===== src/rtl/rom_stream_ctrl.sv =====
// ROM burst reader: streams length words from start_addr through a 2-entry FIFO.
// Optional macro ROM_STREAM_WRAP_EN accepts bursts that wrap past the top of the ROM.
module rom_stream_ctrl #(
    parameter int DATA_WIDTH = 8,
    parameter int ADDR_WIDTH = 10
) (
    input  logic                  clk,
    input  logic                  rst,
    input  logic                  start,
    input  logic [ADDR_WIDTH-1:0] start_addr,
    input  logic [ADDR_WIDTH:0]   length,
    output logic                  busy,
    output logic                  done,
    output logic                  err,
    output logic                  rom_en,
    output logic [ADDR_WIDTH-1:0] rom_addr,
    input  logic [DATA_WIDTH-1:0] rom_data,
    output logic                  m_valid,
    input  logic                  m_ready,
    output logic [DATA_WIDTH-1:0] m_data,
    output logic                  m_last
);

    typedef enum logic [1:0] {IDLE, RUN, DRAIN} state_t;

    state_t                state_q, state_d;
    logic [ADDR_WIDTH-1:0] addr_q, addr_d;
    logic [ADDR_WIDTH:0]   remain_q, remain_d;
    logic                  done_q, done_d;
    logic                  err_q, err_d;
    logic                  inflight_q, inflight_last_q;
    logic [DATA_WIDTH-1:0] fifo_data_q [2];
    logic                  fifo_last_q [2];
    logic                  wr_ptr_q, rd_ptr_q;
    logic [1:0]            count_q;

    logic                  pop;
    logic                  issue;
    logic                  last_issue;
    logic                  head_last;
    logic                  reject;
    logic [2:0]            pressure;

`ifdef ROM_STREAM_WRAP_EN
    assign reject = 1'b0;
`else
    logic [ADDR_WIDTH:0] end_sum;
    assign end_sum = {1'b0, start_addr} + length;
    assign reject  = end_sum > {1'b1, {ADDR_WIDTH{1'b0}}};
`endif

    // Words the FIFO is already committed to hold, net of the one leaving now.
    assign pressure   = {1'b0, count_q} + {2'b0, inflight_q} - {2'b0, pop};
    assign issue      = !rst && (state_q == RUN) && (pressure < 3'd2);
    assign last_issue = remain_q == (ADDR_WIDTH+1)'(1);
    assign head_last  = fifo_last_q[rd_ptr_q];
    assign pop        = m_valid && m_ready;

    // NOTE: every variable gets a default before the case so no path leaves it unassigned (no latch).
    always_comb begin
        state_d  = state_q;
        addr_d   = addr_q;
        remain_d = remain_q;
        done_d   = 1'b0;
        err_d    = 1'b0;
        case (state_q)
            IDLE: begin
                if (start) begin
                    if (length == '0) begin
                        done_d = 1'b1;
                    end else if (reject) begin
                        err_d = 1'b1;
                    end else begin
                        addr_d   = start_addr;
                        remain_d = length;
                        state_d  = RUN;
                    end
                end
            end
            RUN: begin
                if (issue) begin
                    addr_d   = addr_q + ADDR_WIDTH'(1);
                    remain_d = remain_q - (ADDR_WIDTH+1)'(1);
                    if (last_issue) state_d = DRAIN;
                end
            end
            DRAIN: begin
                if (pop && head_last) begin
                    state_d = IDLE;
                    done_d  = 1'b1;
                end
            end
            default: state_d = IDLE;
        endcase
    end

    // NOTE: state registers use non-blocking assignments so every flop samples pre-edge values.
    always_ff @(posedge clk) begin
        if (rst) begin
            state_q         <= IDLE;
            addr_q          <= '0;
            remain_q        <= '0;
            done_q          <= 1'b0;
            err_q           <= 1'b0;
            inflight_q      <= 1'b0;
            inflight_last_q <= 1'b0;
            wr_ptr_q        <= 1'b0;
            rd_ptr_q        <= 1'b0;
            count_q         <= '0;
        end else begin
            state_q         <= state_d;
            addr_q          <= addr_d;
            remain_q        <= remain_d;
            done_q          <= done_d;
            err_q           <= err_d;
            inflight_q      <= issue;
            inflight_last_q <= issue && last_issue;
            if (inflight_q) wr_ptr_q <= !wr_ptr_q;
            if (pop)        rd_ptr_q <= !rd_ptr_q;
            count_q         <= count_q + {1'b0, inflight_q} - {1'b0, pop};
        end
    end

    // NOTE: FIFO storage is not reset; count_q alone decides validity, and m_data is masked when empty.
    always_ff @(posedge clk) begin
        if (!rst && inflight_q) begin
            fifo_data_q[wr_ptr_q] <= rom_data;
            fifo_last_q[wr_ptr_q] <= inflight_last_q;
        end
    end

    assign busy     = !rst && (state_q != IDLE);
    assign done     = !rst && done_q;
    assign err      = !rst && err_q;
    assign rom_en   = issue;
    assign rom_addr = rst ? '0 : addr_q;
    assign m_valid  = !rst && (count_q != 2'd0);
    assign m_data   = m_valid ? fifo_data_q[rd_ptr_q] : '0;
    assign m_last   = m_valid && head_last;

endmodule


===== config.mk =====
export PLATFORM = sky130hd
export DESIGN_NAME = rom_stream_ctrl
export DESIGN_NICKNAME = d
export VERILOG_FILES = /design/src/rtl/rom_stream_ctrl.sv
export SDC_FILE = /design/constraint.sdc
export NUM_CORES = 1
export LEC_CHECK = 0
export ABC_AREA = 0
export CORE_ASPECT_RATIO = 0.7
export CORE_MARGIN = 2
export CORE_UTILIZATION = 55
export CTS_BUF_LIST = sky130_fd_sc_hd__clkbuf_4 sky130_fd_sc_hd__clkbuf_8
export CTS_CLUSTER_DIAMETER = 30
export DETAILED_ROUTE_END_ITERATION = 6
export HOLD_SLACK_MARGIN = 0.05
export PLACE_DENSITY = 0.82
export SKIP_CTS_REPAIR_TIMING = 1
export SLEW_MARGIN = 20
export SYNTH_ARGS = -nofsm -noshare
export SYNTH_HDL_FRONTEND = slang
export SYNTH_SLANG_ARGS = --single-unit

===== constraint.sdc =====
create_clock -name clk -period 4.8 [get_ports clk]
set_input_delay 0.96 -clock clk [delete_from_list [all_inputs] [get_ports clk]]
set_output_delay 0.96 -clock clk [all_outputs]
set_load 0.01 [all_outputs]

==> results.txt <==
The first-pass GRT wire length was 14000 um; the final weighted congestion in routability-driven placement was 0.997. The H-tree was split into 2 levels. The run gives 0 as the count of yosys warnings during synthesis. The synthesis-stage register bit count came out at 50. The worst path meets setup with 483 ps of slack. Clock tree synthesis inserted a total of 5 buffers. The number of global-route vias before repair was 2868. The run finished with clean final reports.

A synthesized cell averages 9.00 sq um. The pin count of the biggest net entering global routing is 43. STA classifies the critical path endpoint as a primary output.

Leaving out filler cells and counting taps, the final layout contains 512. In this run the remaining antenna-violating nets after routing total 0. In this run the tightest slew margin relative to its limit is 29.9%. The logs give 0 for the number of slew-limit violations in the final report and 3175 for the total via count in the routed design. The placed instance count is 504, and the initial DRC count is 291. At the placement stage, the worst setup path has a slack of 81.6 ps. The die is 98.6 um wide.

Classification of the worst setup path: in -> out. For this design the top-level I/O count stands at 57. The most area-hungry cell type in the Yosys netlist was sky130_fd_sc_hd__dfxtp_1.

For this configuration, the core starts out at a cell density of 56.0%. The detailed-router iteration count before antenna repair was 5; the transition time at the pin with the least slew margin was 1050 ps. The total overflow left after global routing is 0. The run gives 0 as the number of max-cap violations. The detailed-placement wirelength estimate came out at 6460 um. Most frequently used flop master after synthesis: sky130_fd_sc_hd__dfxtp_1. Across every metal layer, demand over resource in global routing totals 25.1%. The logs give 3450 sq um for the netlist area before placement and 63 for the count of cell types in the netlist. The run gives 0 as the number of hold-slack violations in the final timing report.

The routed via count divided by cell count is 6.20. Relative to the synthesized area, the layout overhead comes to 19.1%. The wire length per cell came out at 16.9 um.

The number of nets at the end of the flow is 483. After synthesis, the largest area contributor takes up 18.6% of total cell area. Number of antenna violations at the first check in global routing: 0. STA classifies the critical path startpoint as an input port. The number of I/O port buffers works out to 56. The deepest clock path buffer count is 2. Counting every instance in the synthesized netlist gives 383. The core region is 6160 sq um. The die covers 6920 sq um. Counting flops with a built-in enable in the synthesized netlist gives 18. Sorting the synthesized cells by area gives the leading types as sky130_fd_sc_hd__dfxtp_1 (19%), sky130_fd_sc_hd__edfxtp_1 (16%), sky130_fd_sc_hd__ha_1 (5.4%). By instance count, the leading cell after synthesis is sky130_fd_sc_hd__a21oi_1. The power density normalized to cell area came out at 286 nW/um^2.

The accumulated negative setup slack was 0 ps; the arrival time of data at the critical path endpoint was 3360 ps. Setup repair after global routing left no endpoint under its margin. The largest driver fanout on the critical path came out at 3. After layout, the minimum clock period comes to 4320 ps. Summed over all cells, the static leakage comes to 0.00160 uW. From bottom edge to top edge, the die measures 70.2 um. After filler insertion, the fill cell instance count of the layout stands at 497. For this run, the register share of the synthesized area comes to 34.3%.

The DRC violation count after routing is 0. Of the available clock period, the critical path in the final layout requires 89.9%. The number of nets in the synthesized netlist is 433. Sorting the synthesized cells by how often they occur yields sky130_fd_sc_hd__a21oi_1 (37), sky130_fd_sc_hd__nor2_1 (36), sky130_fd_sc_hd__dfxtp_1 (32), sky130_fd_sc_hd__nand2_1 (30), sky130_fd_sc_hd__inv_1 (28). The cell sitting at the root of the clock tree is a sky130_fd_sc_hd__clkbuf_8. CTS saw 50 sinks.

The run gives 0.196 mV as the maximum resistive drop on vdd. The tools report the latest clock arrival within the worst-skew pair as 310 ps. For this block, the routed nets add up to 8630 um of wire.

In this run the core area contains 24 standard-cell rows. The top achievable clock speed is 232 MHz. Final worst clock skew: 5.80 ps. The number of endpoints failing setup at the final stage is 0. After clock tree synthesis, the clock-pin slew on the worst setup and hold paths is 90 ps. For this run, asynchronously set or reset flops after synthesis account for 0%. The number of inserted diodes was 0; the share of final-layout standard cells stronger than drive strength 1 was 9.45%. TritonCTS built the clock tree. The min-delay analysis places its worst path in the category reg -> reg.

At the worst endpoint, the required time is 3840 ps.
## sequential cells by signal (all words and copies together), names as in the netlist, named ones only
signal / flops
fifo_data_q: 16
remain_q: 11
addr_q: 10
count_q: 2
fifo_last_q: 2
state_q: 2
done_q: 1
err_q: 1
inflight_last_q: 1
inflight_q: 1
rd_ptr_q: 1
wr_ptr_q: 1
## cell families (layout without fill, tap and decap cells)
| logic type | after synthesis | after routing | synth area share, % |
|---|---|---|---|
| compound gates | 117 | 117 | 25.4 |
| xor+xnor | 5 | 5 | 1.27 |
| fa+ha+maj | 17 | 17 | 6.61 |
| buf+inv | 49 | 100 | 8.35 |
| flops | 50 | 50 | 34.3 |
| mux | 13 | 13 | 3.81 |
| simple gates | 132 | 132 | 20.3 |
## metrics by stage
stage               cell area (sq um)  power, uW  util, %  hold WS [ps]
detailed placement               3980        867     64.7           412
floorplan                        3450        763        -           404
finish                           4110       1180     66.7           434
CTS                              4090       1170     66.5           435
global route                     4110       1230     66.7           453
global placement                 3980        858     64.7           407
## layer usage
layer,track usage [%],wire [um]
met5,0,0
met4,5.18,102
met3,4.90,833
met2,37.7,3730
met1,37.8,3970
## area by class of cell
cell class / instances / area, sq um / share of cell area, %
timing repair buffer: 64 / 623 / 15.2
multi-input combinational: 284 / 1990 / 48.4
inverter: 28 / 105 / 2.56
sequential: 50 / 1180 / 28.8
tap: 78 / 97.6 / 2.38
clock inverter: 3 / 43.8 / 1.07
clock buffer: 5 / 68.8 / 1.68
## cell usage in the layout, fill, tap and decap left out, types with 12 or more instances in the layout
cell                              count
sky130_fd_sc_hd__dfxtp_1             32
sky130_fd_sc_hd__edfxtp_1            18
sky130_fd_sc_hd__nand2_1             30
sky130_fd_sc_hd__inv_1               28
sky130_fd_sc_hd__o21ai_0             17
sky130_fd_sc_hd__nor2_1              36
sky130_fd_sc_hd__mux2i_1             12
sky130_fd_sc_hd__a21oi_1             37
sky130_fd_sc_hd__ha_1                15
sky130_fd_sc_hd__clkdlybuf4s50_1     55
## worst paths after layout
path | to | start | slack, ps | depth (start not counted)
min | fifo_last_q[1]$_DFFE_PP_ | inflight_last_q$_SDFF_PP0_ | 430 | 0
max reg2reg | remain_q[9]$_SDFFE_PP0P_ | count_q[1]$_SDFF_PP0_ | 1430 | 15
min reg2reg | fifo_last_q[1]$_DFFE_PP_ | inflight_last_q$_SDFF_PP0_ | 430 | 0
max | rom_en | rst | 480 | 11
## worst max-delay path, cell delays in order
cell	delay (ps)
sky130_fd_sc_hd__clkdlybuf4s50_1	480
sky130_fd_sc_hd__inv_1	60
sky130_fd_sc_hd__o21ai_1	100
sky130_fd_sc_hd__inv_1	70
sky130_fd_sc_hd__and2_1	180
sky130_fd_sc_hd__ha_1	270
sky130_fd_sc_hd__inv_1	40
sky130_fd_sc_hd__ha_1	180
sky130_fd_sc_hd__fa_1	520
sky130_fd_sc_hd__nor4_4	290
sky130_fd_sc_hd__dlymetal6s2s_1	200
## where the power goes
group | internal (uW) | total (uW) | leakage, uW | switching [uW]
combinational | 163 | 373 | 0.00112 | 211
sequential | 467 | 494 | 0.000423 | 26.8
clock | 156 | 308 | 0.0000585 | 152
No activity file was read; power rests on OpenSTA's default activity.
